<file path="src/rtl/dense_2d_serializer.sv">
// Serializes NUM_TREES 32-bit tree results per vector into requantized 8-bit pixels.
// Optional macro OUT_RELU_EN clamps negative shifted values to zero before saturation.
module dense_2d_serializer #(
    parameter int NUM_TREES  = 2,
    parameter int SHIFT      = 0,
    parameter int FIFO_DEPTH = 4
) (
    input  logic                      clock,
    input  logic                      reset,
    input  logic [32*NUM_TREES-1:0]   vec_in,
    input  logic                      vec_valid,
    output logic                      vec_ready,
    output logic [7:0]                pixel_out,
    output logic                      pixel_valid,
    input  logic                      pixel_ready,
    output logic                      sat_flag,
    output logic                      busy
);

    localparam int AW = $clog2(FIFO_DEPTH);
    localparam int TW = (NUM_TREES > 1) ? $clog2(NUM_TREES) : 1;
    localparam logic [TW-1:0] LAST_IDX = TW'(NUM_TREES - 1);

    // Returns {saturated, pixel}.
    function automatic logic [8:0] requant(input logic signed [31:0] val);
        logic signed [31:0] v;
        v = val >>> SHIFT;
`ifdef OUT_RELU_EN
        if (v < 0) v = '0;
`endif
        if (v > 32'sd127)       return {1'b1, 8'h7F};
        else if (v < -32'sd128) return {1'b1, 8'h80};
        else                    return {1'b0, v[7:0]};
    endfunction

    logic [32*NUM_TREES-1:0] mem_q [FIFO_DEPTH];
    logic [AW:0]             wr_ptr_q, rd_ptr_q, count;
    logic [TW-1:0]           idx_q, idx_d, src_idx;
    logic [7:0]              pixel_out_q, pix_d;
    logic                    pixel_valid_q, sat_pix_q, sat_flag_q, sat_d;
    logic                    empty, full, hs, last, pop, push, load, nv;
    logic [AW-1:0]           rd_addr, rd_addr_nxt;
    logic [32*NUM_TREES-1:0] src_vec;
    logic signed [31:0]      tree_val;

    assign count       = wr_ptr_q - rd_ptr_q;
    assign empty       = (wr_ptr_q == rd_ptr_q);
    assign full        = (wr_ptr_q[AW] != rd_ptr_q[AW]) && (wr_ptr_q[AW-1:0] == rd_ptr_q[AW-1:0]);
    assign rd_addr     = rd_ptr_q[AW-1:0];
    assign rd_addr_nxt = rd_addr + AW'(1);
    assign hs          = pixel_valid_q & pixel_ready;
    assign last        = (idx_q == LAST_IDX);
    assign pop         = hs & last;
    assign push        = vec_valid & ~full;

    assign vec_ready   = ~full;
    assign pixel_out   = pixel_out_q;
    assign pixel_valid = pixel_valid_q;
    assign sat_flag    = sat_flag_q;
    assign busy        = ~empty | pixel_valid_q;

    // The output register always holds tree idx_q of the FIFO head; on the last
    // tree's handshake it reloads straight from the next entry so vectors stream gap-free.
    always_comb begin
        idx_d   = idx_q;
        load    = 1'b0;
        nv      = 1'b0;
        src_vec = mem_q[rd_addr];
        src_idx = idx_q;
        if (hs) begin
            load = 1'b1;
            if (last) begin
                idx_d   = '0;
                src_vec = mem_q[rd_addr_nxt];
                src_idx = '0;
                nv      = (count > (AW+1)'(1));
            end else begin
                idx_d   = idx_q + TW'(1);
                src_idx = idx_d;
                nv      = 1'b1;
            end
        end else if (!pixel_valid_q) begin
            load = 1'b1;
            nv   = ~empty;
        end
        tree_val       = src_vec[int'(src_idx)*32 +: 32];
        {sat_d, pix_d} = requant(tree_val);
    end

    always_ff @(posedge clock or negedge reset) begin
        if (!reset) begin
            wr_ptr_q      <= '0;
            rd_ptr_q      <= '0;
            idx_q         <= '0;
            pixel_out_q   <= '0;
            pixel_valid_q <= 1'b0;
            sat_pix_q     <= 1'b0;
            sat_flag_q    <= 1'b0;
        end else begin
            if (push) wr_ptr_q <= wr_ptr_q + (AW+1)'(1);
            if (pop)  rd_ptr_q <= rd_ptr_q + (AW+1)'(1);
            idx_q <= idx_d;
            if (load) begin
                pixel_valid_q <= nv;
                pixel_out_q   <= nv ? pix_d : 8'h00;
                sat_pix_q     <= sat_d & nv;
            end
            if (hs && sat_pix_q) sat_flag_q <= 1'b1;
        end
    end

    // Storage needs no reset: pointers alone define which entries are live.
    always_ff @(posedge clock) begin
        if (push) mem_q[wr_ptr_q[AW-1:0]] <= vec_in;
    end

endmodule

</file>
<file path="config.mk">
export PLATFORM = sky130hd
export DESIGN_NAME = dense_2d_serializer
export DESIGN_NICKNAME = d
export VERILOG_FILES = /design/src/rtl/dense_2d_serializer.sv
export SDC_FILE = /design/constraint.sdc
export NUM_CORES = 1
export LEC_CHECK = 0
export CORE_MARGIN = 2
export CORE_UTILIZATION = 55
export DETAILED_ROUTE_END_ITERATION = 6
export GPL_TIMING_DRIVEN = 0
export HOLD_SLACK_MARGIN = 0.08
export PLACE_DENSITY = 0.72
export SETUP_SLACK_MARGIN = 0.3
export SLEW_MARGIN = 20
export SYNTH_ARGS = -nofsm -noshare
export SYNTH_HDL_FRONTEND = slang
export SYNTH_SLANG_ARGS = --single-unit
export TNS_END_PERCENT = 30
</file>
<file path="constraint.sdc">
create_clock -name clock -period 4.5 [get_ports clock]
set_input_delay 0.45 -clock clock [delete_from_list [all_inputs] [get_ports clock]]
set_output_delay 0.45 -clock clock [all_outputs]
set_load 0.01 [all_outputs]
</file>
==> results.md <==
* Run status: finished, final reports clean
* RSZ-0062 raised after global routing: false
* Skew-Pair Late Insertion Delay at around 0.54 ns
* Clock buffer count from CTS at 29
* H-tree Lvls at 1
* Final Power at ~0.011 W
* Drt wl/cell at approximately 26 um
* RePlAce Congestion at 0.809
* Final-report max-slew violation count at 0
* Final ANT Viol Nets at 0
* Final #Nets at between 800 and 900
* Cells after Synth at approximately 640
* Fmax at between 200 and 250 MHz
* Final Cycle Share at 89.5%
* Worst EP required at 4.05 ns
* Grt ovf at 0
* Part of the power in combinational logic at 47.5%
* Port bufs at 79
* Maximum VDD drop at ~390 uV
* GRT Total Usage at around a quarter
* Synth Net Count at 718
* Seq pwr share at between 30% and 40%
* Top delay family on crit path: buffers and inverters
* DR iter-0 viols at 674
* Die area at around 0.025 mm2
* Hold Fails Final Rpt at 0
* Fillers at 1564
* Cell Chain, Critical Path: buf_4, buf_2, buf_4, buf_4, clkbuf_4, inv_1, ha_1, nand2_1, or3_1, clkdlybuf4s50_1
* Clk root buf: clkbuf_16
* Synth area leaders: edfxtp_1 60%, mux4_2 19%, mux4_1 4.7%
* Sequential area share after synthesis at a little over three fifths
* Setup Viol. Count Final at 0
* Async SR Flop Fraction at between 6 and 7%
* Min Clock Period, post-route at between 4 and 5 ns
* TritonCTS clock tree: yes
* Maxcap violations at 0
* Clock slew seen by the registers of the worst setup and hold paths at around 0.06 ns
* Post-synth top area share at around three fifths
* WS Path Type: flop to output port
* CP Capture Type: output port
* Layout cells sized above 1 at about a quarter
* Die H at approximately 160 um
* Internal at between 0.007 and 0.008 W
* Max-slew headroom at about a third
* Power density over the cells at 747 mW/mm2
* Post-CTS Setup Bufs at 0
* FP Rows at 56
* DRT Wirelength at 28.9 mm
* Synthesized area per cell at between 20 and 25 um2
* IO Count at 80
* Startpoint class of the critical path: flop
* Core area at 0.0233 mm2
* Hold_ws at about 0.43 ns
* Pin count of the biggest net entering global routing at 43
* Crit-path max FO at 10
* Clk sink count at 274
* CP Buf/Inv Count at 7
* TritonRoute pass-1 iters at 5
* Sw power at ~0.0039 W
* Initial Utilization at a little under three fifths
* Yosys top cell by area: edfxtp_1
* Yosys warning count at 0
* Ys flop type: edfxtp_1
* Detailed placer's ending HPWL at approximately 19 mm
* Leakage power total at 5.05 nW
* Placed inst area at approximately 0.014 mm2
* Final worst-path setup slack at approximately 0.47 ns
* Post-route cell area at roughly 0.015 mm2
* Vias in the first global route at roughly 7600
* Routed vias at a little over 7000
* CP arrival at between 3 and 4 ns
* Hold Path Class: input pin to asynchronous set/reset pin
* Clk_skew at about 0.013 ns
* Post-Syn Area at roughly 0.013 mm2
* Crit path top cell by count: buf_4
* Worst slack at placement at 0.127 ns
* Max clock buf depth at 3
* Sw Share at between 30% and 40%
* DR vias/cell at 6.58
* Clock share of power at slightly below 20%
* Synthesized flop and latch total at 274
* Die X at 157 um
* Layout overhead on the synthesized area at 17.0%
* Remaining DRCs at 0
* First-pass GRT wire length at roughly 44 mm
* Initial antenna violation count at 0
* Worst Tran Pin Value at approximately 0.99 ns
* Setup TNS at 0 ns
* Critical Path Max Stage Delay at just under 0.5 ns
* Post-synth EDFFs at about 260
* Critical path's slowest cell: clkdlybuf4s50_1
* N_diodes at 0
* Library cells used by synthesis at 52
## area by class of cell
type | count | area (um2) | share of cell area, %
buffer | 42 | 353 | 2.34
clock buffer | 49 | 851 | 5.64
clock inverter | 3 | 13.8 | 0.0912
inverter | 4 | 15.0 | 0.0995
multi-input combinational | 321 | 4420 | 29.3
sequential | 274 | 8140 | 53.9
tap | 319 | 399 | 2.64
timing repair buffer | 83 | 901 | 5.97
## worst register-to-register path: stages (launching register included)
cell	delay (ns)
dfrtp_1	0.47
and2_1	0.20
ha_1	0.39
buf_4	0.26
buf_2	0.32
clkbuf_1	0.70
o211ai_1	0.27
nor4_1	0.39
nand2_1	0.18
o211ai_2	0.44
a22oi_1	0.13
## per-stage QoR
step / utilization (%) / instances
after floorplan: - / 641
after global placement: 60.6 / 1039
after detailed placement: 61.1 / 1043
after CTS: 64.9 / 1095
after global routing: 64.9 / 1095
final: 64.9 / 1095
## cells in the final DEF, fill, tap and decap left out, types with 3 or more instances in the layout
master | Yosys | routed
buf_2 | 10 | 8
a32oi_1 | 4 | 4
a22o_1 | 9 | 9
clkbuf_16 | 0 | 29
clkbuf_1 | 7 | 22
buf_12 | 4 | 4
buf_6 | 10 | 10
nand3_1 | 10 | 10
clkbuf_8 | 0 | 5
and2_1 | 3 | 3
buf_16 | 0 | 4
a221oi_1 | 7 | 7
mux4_1 | 23 | 23
o211ai_1 | 4 | 4
clkdlybuf4s50_1 | 0 | 79
and3_4 | 0 | 4
nor4_1 | 4 | 4
edfxtp_1 | 256 | 256
dfrtp_1 | 18 | 18
buf_1 | 4 | 3
a22oi_1 | 12 | 12
clkbuf_4 | 2 | 3
ha_1 | 8 | 8
xor2_1 | 4 | 4
a21oi_1 | 11 | 11
a221o_1 | 3 | 3
nand4_1 | 8 | 8
a221oi_2 | 3 | 3
nand2_1 | 35 | 35
buf_4 | 4 | 6
inv_1 | 4 | 4
mux4_2 | 106 | 106
mux2i_1 | 26 | 26
and3_1 | 8 | 4
nor2_1 | 5 | 5
o21ai_0 | 3 | 3
## final timing paths
| kind | from | endpoint | slack, ns | depth (start not counted) |
|---|---|---|---|---|
| hold reg to reg | sat_pix_q | sat_flag | 0.48 | 1 |
| setup reg to reg | pixel_valid | pixel_out[6] | 0.61 | 10 |
| setup / recovery | rd_ptr_q[1] | busy | 0.47 | 10 |
| min in group clock | sat_pix_q | sat_flag | 0.48 | 1 |
| hold / removal | reset | pixel_out[0] | 0.43 | 1 |
| max in group asynchronous | reset | rd_ptr_q[1] | 3.51 | 1 |
## sequential cells by signal, indices dropped and copies added, names as in the netlist
register	flops
idx_q	1
mem_q	256
pixel_out	8
pixel_valid	1
rd_ptr_q	3
sat_flag	1
sat_pix_q	1
wr_ptr_q	3
## Yosys cell counts, drive strengths merged (2+ instances only)
master	number
clkbuf	9
and2	3
nor2b	2
a21oi	11
nand4	9
nor2	6
a221oi	10
and3	8
o211ai	6
edfxtp	256
ha	8
a22o	9
dfrtp	18
nand3	10
a32oi	4
inv	4
xor2	4
a22oi	12
mux4	129
a221o	3
buf	33
nand2	35
o21ai	6
mux2i	26
nor3	2
xnor2	2
nor4	5
## layer usage
| layer | vias up | share of wire, % | global-route usage [%] |
|---|---|---|---|
| met3 | 62 | 6.3 | 3.77 |
| li1 | 3035 | - | - |
| met1 | 3805 | 41 | 33.8 |
| met5 | - | 0 | 0 |
| met2 | 299 | 51 | 40.7 |
| met4 | 0 | 2.2 | 6.41 |
## kinds of logic (layout without fill, tap and decap cells)
group | count (synthesis) | in the layout | synth area share [%]
DFF | 274 | 274 | 63.1
muxes | 156 | 156 | 25.3
AOI/OAI and AO/OA | 64 | 64 | 3.95
xor gates and xnor gates | 6 | 6 | 0.407
and+or+nand+nor | 86 | 86 | 3.55
adders and majority gates | 9 | 9 | 0.931
buffers and inverters | 46 | 181 | 2.78
## what timing repair did
item	4_1_cts	5_1_grt
setup endpoints to repair	18	1
gates resized for setup	3	1
hold buffers	0	0
## power groups by stage
stage	Sequential (W)	Combinational, W	Clock [W]
final	0.00374	0.00536	0.00218
after global routing	0.00379	0.00574	0.00232
after CTS	0.00374	0.00540	0.00222
after detailed placement	0.00378	0.00536	0
after global placement	0.00380	0.00518	0
after floorplan	0.00373	0.00397	0
Power figures use the tool's default switching activity.
